`src/rtl/uart_tx_pkg.sv`:
```
// Shared types and line constants for the UART transmit path.
// Pure definitions: no timing, no flow control.
package uart_tx_pkg;

   typedef enum logic [2:0] {
      IDLE,
      START,
      DATA,
      PARITY,
      STOP
   } state_t;

   localparam logic START_BIT  = 1'b0;
   localparam logic STOP_BIT   = 1'b1;
   localparam logic IDLE_LEVEL = 1'b1;

   // Bit-index counter width; never narrower than one bit.
   function automatic int cnt_width(input int n);
      return (n > 1) ? $clog2(n) : 1;
   endfunction

endpackage

```
`src/rtl/uart_tx_frame_ctrl_if.sv`:
```
// Parallel request side and serial line of the UART frame controller.
// Request is a strobe accepted only while idle; Busy is the only backpressure.
interface uart_tx_frame_ctrl_if #(
   parameter int DATA_WIDTH = 8
);

   logic [DATA_WIDTH-1:0] P_DATA;
   logic                  Data_Valid;
   logic                  PAR_EN;
   logic                  par_bit;
   logic                  TX_OUT;
   logic                  Busy;

   modport master (
      output P_DATA,
      output Data_Valid,
      output PAR_EN,
      output par_bit,
      input  TX_OUT,
      input  Busy
   );

   modport slave (
      input  P_DATA,
      input  Data_Valid,
      input  PAR_EN,
      input  par_bit,
      output TX_OUT,
      output Busy
   );

endinterface

```
`src/rtl/uart_tx_serializer.sv`:
```
// Data shift register plus bit-index counter; ser_out is the next data bit to drive.
// Loads in one cycle, shifts one bit per shift_en; no backpressure.
module uart_tx_serializer
   import uart_tx_pkg::*;
#(
   parameter int DATA_WIDTH = 8
) (
   input  logic                  CLK,
   input  logic                  RST,
   input  logic                  load,
   input  logic                  shift_en,
   input  logic [DATA_WIDTH-1:0] data_in,
   output logic                  ser_out,
   output logic                  last_bit
);

   localparam int              CW       = cnt_width(DATA_WIDTH);
   localparam logic [CW-1:0]   CNT_LAST = CW'(DATA_WIDTH - 1);

   logic [DATA_WIDTH-1:0] shreg;
   logic [CW-1:0]         cnt;

   // The counter is preset on load so the shift taken during the start bit
   // wraps it to 0, leaving cnt equal to the index of the bit on the line.
   always_ff @(posedge CLK or negedge RST) begin
      if (!RST) begin
         shreg <= '0;
         cnt   <= '0;
      end else if (load) begin
         shreg <= data_in;
         cnt   <= CNT_LAST;
      end else if (shift_en) begin
         shreg <= {STOP_BIT, shreg[DATA_WIDTH-1:1]};
         cnt   <= (cnt == CNT_LAST) ? '0 : cnt + 1'b1;
      end
   end

   assign ser_out  = shreg[0];
   assign last_bit = (cnt == CNT_LAST);

endmodule

```
`src/rtl/uart_tx_frame_ctrl.sv`:
```
// UART framer: start, LSB-first data, optional parity, stop; one bit per baud CLK.
// Start bit one cycle after acceptance; requests while Busy are dropped, not queued.
module uart_tx_frame_ctrl
   import uart_tx_pkg::*;
#(
   parameter int DATA_WIDTH = 8,
   parameter int STOP_BITS  = 1
) (
   input logic                  CLK,
   input logic                  RST,
   uart_tx_frame_ctrl_if.slave  bus
);

   state_t state;
   state_t next_state;

   logic par_en_q;
   logic par_q;
   logic stop_cnt;
   logic stop_done;
   logic tx_q;
   logic busy_q;
   logic tx_nxt;
   logic busy_nxt;
   logic load;
   logic shift_en;
   logic ser_out;
   logic last_bit;

   assign load      = (state == IDLE) && bus.Data_Valid;
   assign shift_en  = (state == START) || (state == DATA);
   assign stop_done = (STOP_BITS == 1) || stop_cnt;

   uart_tx_serializer #(
      .DATA_WIDTH (DATA_WIDTH)
   ) u_ser (
      .CLK      (CLK),
      .RST      (RST),
      .load     (load),
      .shift_en (shift_en),
      .data_in  (bus.P_DATA),
      .ser_out  (ser_out),
      .last_bit (last_bit)
   );

   // par_bit from upstream is only meaningful during the start-bit cycle.
   always_ff @(posedge CLK or negedge RST) begin
      if (!RST) begin
         state    <= IDLE;
         tx_q     <= IDLE_LEVEL;
         busy_q   <= 1'b0;
         par_en_q <= 1'b0;
         par_q    <= 1'b0;
         stop_cnt <= 1'b0;
      end else begin
         state    <= next_state;
         tx_q     <= tx_nxt;
         busy_q   <= busy_nxt;
         stop_cnt <= (state == STOP) && !stop_done;
         if (load) begin
            par_en_q <= bus.PAR_EN;
         end
         if (state == START) begin
            par_q <= bus.par_bit;
         end
      end
   end

   always_comb begin
      next_state = state;
      case (state)
         IDLE:    if (bus.Data_Valid) next_state = START;
         START:   next_state = DATA;
         DATA:    if (last_bit) next_state = par_en_q ? PARITY : STOP;
         PARITY:  next_state = STOP;
         STOP:    if (stop_done) next_state = IDLE;
         default: next_state = IDLE;
      endcase
   end

   // Line level is registered, so it is chosen from the state being entered.
   always_comb begin
      tx_nxt   = IDLE_LEVEL;
      busy_nxt = (next_state != IDLE);
      case (next_state)
         START:   tx_nxt = START_BIT;
         DATA:    tx_nxt = ser_out;
         PARITY:  tx_nxt = par_q;
         STOP:    tx_nxt = STOP_BIT;
         default: tx_nxt = IDLE_LEVEL;
      endcase
   end

   assign bus.TX_OUT = tx_q;
   assign bus.Busy   = busy_q;

endmodule
```
`src/flat_wrapper.sv`:
```
// flat-port wrapper written by rule: the top's interface ports become plain ports
module uart_tx_frame_ctrl_flat import uart_tx_pkg::*;
#(
   parameter int DATA_WIDTH = 8,
   parameter int STOP_BITS  = 1
)
  (CLK, RST, bus_P_DATA, bus_Data_Valid, bus_PAR_EN, bus_par_bit, bus_TX_OUT, bus_Busy);
  uart_tx_frame_ctrl_if #(.DATA_WIDTH(DATA_WIDTH)) bus_i ();
  input logic CLK;
  input logic RST;
  input wire logic [$bits(bus_i.P_DATA)-1:0] bus_P_DATA;
  input wire logic [$bits(bus_i.Data_Valid)-1:0] bus_Data_Valid;
  input wire logic [$bits(bus_i.PAR_EN)-1:0] bus_PAR_EN;
  input wire logic [$bits(bus_i.par_bit)-1:0] bus_par_bit;
  output wire logic [$bits(bus_i.TX_OUT)-1:0] bus_TX_OUT;
  output wire logic [$bits(bus_i.Busy)-1:0] bus_Busy;
  assign bus_i.P_DATA = bus_P_DATA;
  assign bus_i.Data_Valid = bus_Data_Valid;
  assign bus_i.PAR_EN = bus_PAR_EN;
  assign bus_i.par_bit = bus_par_bit;
  assign bus_TX_OUT = bus_i.TX_OUT;
  assign bus_Busy = bus_i.Busy;
  uart_tx_frame_ctrl #(.DATA_WIDTH(DATA_WIDTH), .STOP_BITS(STOP_BITS)) u_core (.CLK(CLK), .RST(RST), .bus(bus_i));
endmodule
```
`config.mk`:
```
export PLATFORM = sky130hd
export DESIGN_NAME = uart_tx_frame_ctrl_flat
export DESIGN_NICKNAME = d
export VERILOG_FILES = /design/src/rtl/uart_tx_pkg.sv /design/src/rtl/uart_tx_frame_ctrl_if.sv /design/src/rtl/uart_tx_serializer.sv /design/src/rtl/uart_tx_frame_ctrl.sv /design/src/flat_wrapper.sv
export SDC_FILE = /design/constraint.sdc
export NUM_CORES = 1
export LEC_CHECK = 0
export CAP_MARGIN = 15
export CORE_UTILIZATION = 54
export DETAILED_ROUTE_END_ITERATION = 8
export PLACE_DENSITY = 0.82
export SETUP_SLACK_MARGIN = 0.5
export SYNTH_ARGS = -nofsm -noshare
export SYNTH_HDL_FRONTEND = slang
export SYNTH_HIERARCHICAL = 1
export SYNTH_SLANG_ARGS = --single-unit
```
`constraint.sdc`:
```
create_clock -name CLK -period 3.7 [get_ports CLK]
set_input_delay 0.555 -clock CLK [delete_from_list [all_inputs] [get_ports CLK]]
set_output_delay 0.555 -clock CLK [all_outputs]
set_load 0.02 [all_outputs]
```
==> run_results.csv, run 1 <==
group,metric,value,unit
floorplanning,io_pins,15,
finish,fin_cells,108,
logic_synthesis,synth_compound_area_frac,0.1426,
power,seqPwrFrac,0.397,
sta,fin_worst_skew,0.005034,ns
placed_design,place_inst,104,
logic_synthesis,synth_fa_ha_area_frac,0.02941,
floorplanning,core_region_area,0.001383,mm²
critical_path,critPathCaptureType,"output pin",
sta,period_share,0.5264,
logic_synthesis,synthCells,78,
routing,wl_per_cell,12.87,µm
sta,tightest_slew,0.7828,ns
power,p_per_area,910.6,mW/mm²
sta,min_period,1.948,ns
power,irDropWorstVdd,0.0005280,V
finish,syn2layout_area_growth,20.88,%
floorplanning,die_w,41.70,µm
logic_synthesis,synth_seq_area_share,0.5309,
flow_run,maxCapViolCount,0,
logic_synthesis,synthSimpleGateAreaFrac,0.1632,
placed_design,io_buffers,14,
sta,worst_slack,1.752,ns
sta,finalSetupViolCount,0,
logic_synthesis,post_synth_instance_area,850.8,µm²
sta,max_freq,0.5134,GHz
critical_path,critPathMaxFanout,1,
clocking,ctsLongestPathBuffers,2,
clocking,root_buffer,"clkbuf_4",
clocking,cts.sinks,18,
critical_path,crit_required,3.14,ns
logic_synthesis,synth_cell_types,27,
power,switching_share,0.3758,
logic_synthesis,muxShareOfSynthArea,0.09559,
clocking,cts_tree,"done",
routing,totalWireLength,1.390,mm
sta,rsz0062_at_grt,"false",
placed_design,placed_area,992.2,µm²
clocking,cts_resized,0,
sta,hold-worst-slack,0.5011,ns
logic_synthesis,synth-seq-cells,18,
sta,hold_viol,0,
clocking,clock_latency,0.28,ns
logic_synthesis,syn_nets,93,
floorplanning,die_h,41.70,µm
global_routing,grt_pass1_wl,2.546,mm
routing,ant_nets,0,
sta,final.setup.tns,0,ns
global_routing,grt_max_degree,22,
routing,dr_total_vias,611,
finish,drive_above_1_share,0.1290,
clocking,cts_buffers,3,
placed_design,dpl_worst_slack,1.859,ns
power,cellLeakagePower,0.4391,nW
min_path,hp-class,"register to register",
power,intPower,0.5846,mW
placed_design,place.gp.congestion,0.7569,
sta,slew_headroom,0.4765,
global_routing,grt_pass1_vias,594,
power,power_frac_comb,0.479,
critical_path,crit_family,"buffers and inverters",
floorplanning,start_util,0.6154,
critical_path,cpPeakStageDelay,0.59,ns
floorplanning,std_cell_rows,13,
critical_path,cp.arrival,1.39,ns
logic_synthesis,synth_top_family_by_area,"simple AND/OR/NAND/NOR gates",
clocking,cts_hold_buf,0,
routing,drtIter0Drc,8,
power,pwr-share-clk,0.124,
critical_path,critPathBufInv,1,
sta,drv_slew,0,
logic_synthesis,syn_avg_cell_area,10.91,µm²
finish,nFillCells,99,
run_status,status,"finished clean",
finish,fin_nets,109,
critical_path,critical_path_class,"register to output pin",
finish,insertedDiodeCount,0,
clocking,clkTransAtPathRegs,0.09,ns
finish,mostFrequentLayoutCells,"17 x dfrtp_1, 14 x clkdlybuf4s50_1, 11 x nand2_1, 8 x o21ai_1, 7 x mux2i_1",
critical_path,cp-start-kind,"register",
floorplanning,dieArea,0.001738,mm²
global_routing,track_usage,0.1937,
global_routing,grt-ovfl-total,0,
clocking,cts_setup_buffers,0,
power,switchingPower,0.3519,mW
logic_synthesis,synth_xor_area_frac,0,
global_routing,antenna_found_initial,0,
clocking,htree_levels,1,
finish,fin_area,0.001028,mm²
finish,final_common_cell,"dfrtp_1",
placed_design,dp_hpwl,1.010,mm
critical_path,slowest_stage,"clkdlybuf4s50_1",
routing,viasPerCell,5.657,
critical_path,cp_cell_sequence,"clkdlybuf4s50_1",
routing,first_pass_iters,4,
logic_synthesis,yosysWarnings,6,
routing,drc,0,
==> final timing paths <==
path / slack [ns] / endpoint / startpoint / depth (start not counted)
max: 1.75 / bus_TX_OUT / u_core/bus.TX_OUT$_DFF_PN1_ / 1
min reg2reg: 0.50 / u_core/par_q$_DFFE_PN0P_ / u_core/par_q$_DFFE_PN0P_ / 1
min in group asynchronous: 0.72 / u_core/par_en_q$_DFFE_PN0P_ / RST / 1
max in group asynchronous: 2.49 / u_core/u_ser/shreg[0]$_DFFE_PN0P_ / RST / 1
min: 0.50 / u_core/par_q$_DFFE_PN0P_ / u_core/par_q$_DFFE_PN0P_ / 1
max reg2reg: 1.85 / u_core/u_ser/cnt[1]$_DFFE_PN0P_ / u_core/state[1]$_DFF_PN0_ / 4
==> power by group through the flow <==
stage / registers [mW] / clock network [mW] / logic [mW]
after floorplan: 0.367 / 0 / 0.367
after global placement: 0.370 / 0 / 0.434
after detailed placement: 0.374 / 0 / 0.452
after CTS: 0.371 / 0.119 / 0.453
after global routing: 0.383 / 0.131 / 0.505
final: 0.372 / 0.116 / 0.448
==> worst register-to-register path, delay by kind of cell, from the launching register on <==
kind	cells	cell delay (ns)
and+or+nand+nor	2	0.36
DFF	1	0.45
AOI/OAI and AO/OA	2	0.94
==> registers in the layout, indices dropped and copies added, names as in the netlist <==
signal	flops
u_core/u_ser/shreg	8
u_core/state	3
u_core/bus.TX_OUT	1
u_core/bus.Busy	1
u_core/u_ser/cnt	3
u_core/par_en_q	1
u_core/par_q	1
==> Yosys cell counts <==
library cell  instances  area (µm²)
inv_1                 2       7.510
a211oi_2              1       12.51
dfstp_2               1       26.28
nor3b_1               1       7.510
mux2_1                1       11.26
clkbuf_1              1       3.750
nand3_1               1       5.000
nand2b_1              2       12.51
nor4b_2               1       15.01
mux2i_1               7       70.07
buf_6                 1       11.26
a211o_2               2       20.02
a21oi_1               1       5.000
nor2_1                4       15.01
nand2_1              11       41.29
nor3_1                1       5.000
dfrtp_1              17       425.4
nor2b_1               5       31.28
a21oi_2               1       8.760
o21ai_0               1       5.000
ha_1                  2       25.02
buf_2                 2       10.01
a311o_2               1       11.26
o32ai_1               1       8.760
or3_1                 1       6.260
o21ai_1               8       40.04
o21ba_1               1       10.01
==> metrics by stage <==
stage                     utilization  power [mW]
final                          0.7439      0.9366
after CTS                      0.7439      0.9434
after global routing           0.7439       1.018
after global placement         0.7176      0.8046
after detailed placement       0.7176      0.8266
after floorplan                     -      0.7339
==> final cells by class <==
| cell class | count | area [µm²] | share of cell area |
|---|---|---|---|
| tap | 15 | 18.77 | 0.01825 |
| timing repair buffer | 15 | 147.6 | 0.1436 |
| inverter | 2 | 7.507 | 0.007299 |
| clock buffer | 4 | 36.28 | 0.03528 |
| multi-input combinational | 54 | 366.6 | 0.3564 |
| sequential | 18 | 451.7 | 0.4392 |
==> routing by layer <==
layer	up-vias	part of all wire	global-route usage
met4	0	0.0086	0.09677
li1	306	-	-
met2	17	0.49	0.3125
met5	-	0	0
met3	2	0.043	0.03913
met1	286	0.45	0.2471
==> cell families (layout without fill, tap and decap cells) <==
group	after synthesis	count (layout)
simple gates	27	27
buf+inv	6	21
fa+ha+maj	2	2
compound gates	17	17
flops	18	18
mux	8	8
Power figures use the tool's default switching activity.
==> run 2: changes to the inputs <==
--- a/config.mk
+++ b/config.mk
@@ -6,9 +6,9 @@
 export NUM_CORES = 1
 export LEC_CHECK = 0
 export CAP_MARGIN = 15
-export CORE_UTILIZATION = 54
+export CORE_UTILIZATION = 45
 export DETAILED_ROUTE_END_ITERATION = 8
-export PLACE_DENSITY = 0.82
+export PLACE_DENSITY = 0.73
 export SETUP_SLACK_MARGIN = 0.5
 export SYNTH_ARGS = -nofsm -noshare
 export SYNTH_HDL_FRONTEND = slang
==> constraint.sdc (replaced) <==
create_clock -name CLK -period 1.6 [get_ports CLK]
set_input_delay 0.24 -clock CLK [delete_from_list [all_inputs] [get_ports CLK]]
set_output_delay 0.24 -clock CLK [all_outputs]
set_load 0.02 [all_outputs]
==> run 2 against run 1 <==
Effect of this change: utilization grew 8.5 points; sequential share of layout area shrank 13 points; worst setup slack lost 1.7 ns; first-iteration DRC count shrank 50%; total power grew to 3.7 times the previous value.
==> run_results.csv, run 2 (synthesis results as in run 1) <==
group,metric,value,unit
floorplanning,die_w,45.48,µm
critical_path,cp_cell_sequence,"ha_2 -> ha_4 -> nand3_4 -> a211oi_4 -> buf_4 -> or3_4",
global_routing,track_usage,0.2268,
min_path,hp-class,"input port to async pin",
sta,max_freq,0.6456,GHz
critical_path,crit_required,1.78,ns
floorplanning,std_cell_rows,15,
critical_path,ff2ff_setup_slack,0.05,ns
power,switchingPower,1.230,mW
floorplanning,core_region_area,0.001745,mm²
sta,tightest_slew,0.2439,ns
finish,fin_area,0.001446,mm²
global_routing,grt_max_degree,19,
power,cellLeakagePower,0.6186,nW
sta,drv_slew,0,
finish,largest_reg_flops,8,
placed_design,io_buffers,14,
clocking,clkTransAtPathRegs,0.10,ns
finish,nFillCells,94,
routing,first_pass_iters,4,
floorplanning,dieArea,0.002068,mm²
critical_path,cpPeakStageDelay,0.41,ns
sta,period_share,0.9681,
finish,fin_nets,133,
power,p_per_area,2367,mW/mm²
power,switching_share,0.3595,
placed_design,place.gp.congestion,0.7463,
clocking,cts_hold_buf,0,
clocking,ctsLongestPathBuffers,2,
clocking,root_buffer,"clkbuf_4",
finish,reg_top3,"u_core/u_ser/shreg (8), u_core/state (3), u_core/u_ser/cnt (3)",
sta,slew_headroom,0.8362,
power,intPower,2.193,mW
routing,totalWireLength,2.167,mm
routing,ant_nets,0,
clocking,htree_levels,1,
placed_design,placed_area,0.001084,mm²
finish,drive_above_1_share,0.4872,
critical_path,critPathCaptureType,"register",
sta,final.setup.tns,0,ns
sta,min_period,1.549,ns
placed_design,dp_hpwl,975.6,µm
finish,post-route-util,0.8287,
global_routing,grt-ovfl-total,0,
power,seqPwrFrac,0.255,
sta,worst_slack,0.05106,ns
global_routing,antenna_found_initial,0,
routing,drtIter0Drc,4,
sta,rsz0062_at_grt,"true",
clocking,clock_latency,0.29,ns
placed_design,dpl_worst_slack,0.04946,ns
critical_path,critical_path_class,"register to register",
flow_run,maxCapViolCount,0,
critical_path,cp.arrival,1.72,ns
sta,hold_viol,0,
clocking,cts_buffers,3,
run_status,status,"finished clean",
critical_path,slowest_stage,"dfrtp_1",
routing,dr_total_vias,713,
power,pwr-share-clk,0.082,
finish,mostFrequentLayoutCells,"15 x dfrtp_1, 12 x clkdlybuf4s50_1, 11 x buf_4, 9 x buf_6, 9 x o21ai_1",
critical_path,critPathMaxFanout,4,
power,power_frac_comb,0.663,
floorplanning,start_util,0.4875,
finish,largest-register,"u_core/u_ser/shreg",
global_routing,grt_pass1_vias,704,
floorplanning,die_h,45.48,µm
clocking,cts_tree,"done",
power,irDropWorstVdd,0.001315,V
finish,final_common_cell,"dfrtp_1",
routing,drc,0,
sta,finalSetupViolCount,0,
floorplanning,io_pins,15,
routing,viasPerCell,5.021,
global_routing,grt_pass1_wl,3.277,mm
clocking,cts.sinks,18,
critical_path,cp-start-kind,"register",
sta,fin_worst_skew,0.0009786,ns
routing,wl_per_cell,15.26,µm
finish,insertedDiodeCount,0,
finish,syn2layout_area_growth,70.00,%
## run 2: cell count changes in the layout (fill, tap and decap cells not counted), sizes merged
cell / previous run / this run
buf: 1 / 26
clkdlybuf4s50: 14 / 12
o21ba: 1 / 2
## run 2: power by group through the flow
| stage | sequential [mW] | combinational (mW) | clock [mW] |
|---|---|---|---|
| after floorplan | 0.887 | 0.997 | 0 |
| final | 0.872 | 2.27 | 0.280 |
| after detailed placement | 0.894 | 1.22 | 0 |
| after global routing | 0.894 | 2.41 | 0.304 |
| after CTS | 0.849 | 2.04 | 0.283 |
| after global placement | 0.885 | 1.18 | 0 |
## run 2: per-layer routing
layer,wire length (µm),vias up,global-route usage
li1,-,349,-
met1,920,350,0.3079
met2,1190,14,0.3943
met3,56,0,0.02381
met4,0,0,0.03636
met5,0,-,0
## run 2: per-stage QoR
stage                     power (mW)  hold slack, ns  instances
after global routing           3.612          0.2737        142
after CTS                      3.169          0.2659        141
after floorplan                1.884        -0.05559         78
final                          3.423          0.2625        142
after detailed placement       2.110          0.4920        116
after global placement         2.061          0.4895        116
## run 2: critical path: cells and delay by family (launching register included)
kind	cells	cell delay, ns
buffers and inverters	1	0.14
adder cells (fa/ha/maj)	2	0.39
AND/OR/NAND/NOR	2	0.45
flip-flops	1	0.41
AO/OA/AOI/OAI	1	0.06
## run 2: worst paths after layout
path                                                 startpoint                                 to  cells after the start
worst min register to register         u_core/par_q$_DFFE_PN0P_           u_core/par_q$_DFFE_PN0P_                      1
min in group CLK                                  bus_P_DATA[6]  u_core/u_ser/shreg[6]$_DFFE_PN0P_                      3
worst min-delay path                                        RST          u_core/bus.Busy$_DFF_PN0_                      2
worst max register to register  u_core/u_ser/cnt[0]$_DFFE_PN0P_          u_core/bus.Busy$_DFF_PN0_                      6
max in group asynchronous                                   RST        u_core/bus.TX_OUT$_DFF_PN1_                      2
worst max-delay path            u_core/u_ser/cnt[0]$_DFFE_PN0P_          u_core/bus.Busy$_DFF_PN0_                      6
## run 2: what timing repair did
action | in CTS | in global routing
gates cloned | 4 | 0
setup endpoints to repair | 20 | 19
endpoints found under the hold margin | 0 | 0
buffers inserted | 17 | 1
resized for setup | 21 | 13
pin swaps | 8 | 11
## run 2: cell type report
cell class	instances	area [µm²]	area share
Inverter	2	7.507	0.005190
Tap cell	25	31.28	0.02163
Multi-Input combinational cell	55	493.0	0.3408
Clock buffer	4	36.28	0.02509
Sequential cell	18	454.2	0.3140
Timing Repair Buffer	38	424.2	0.2933
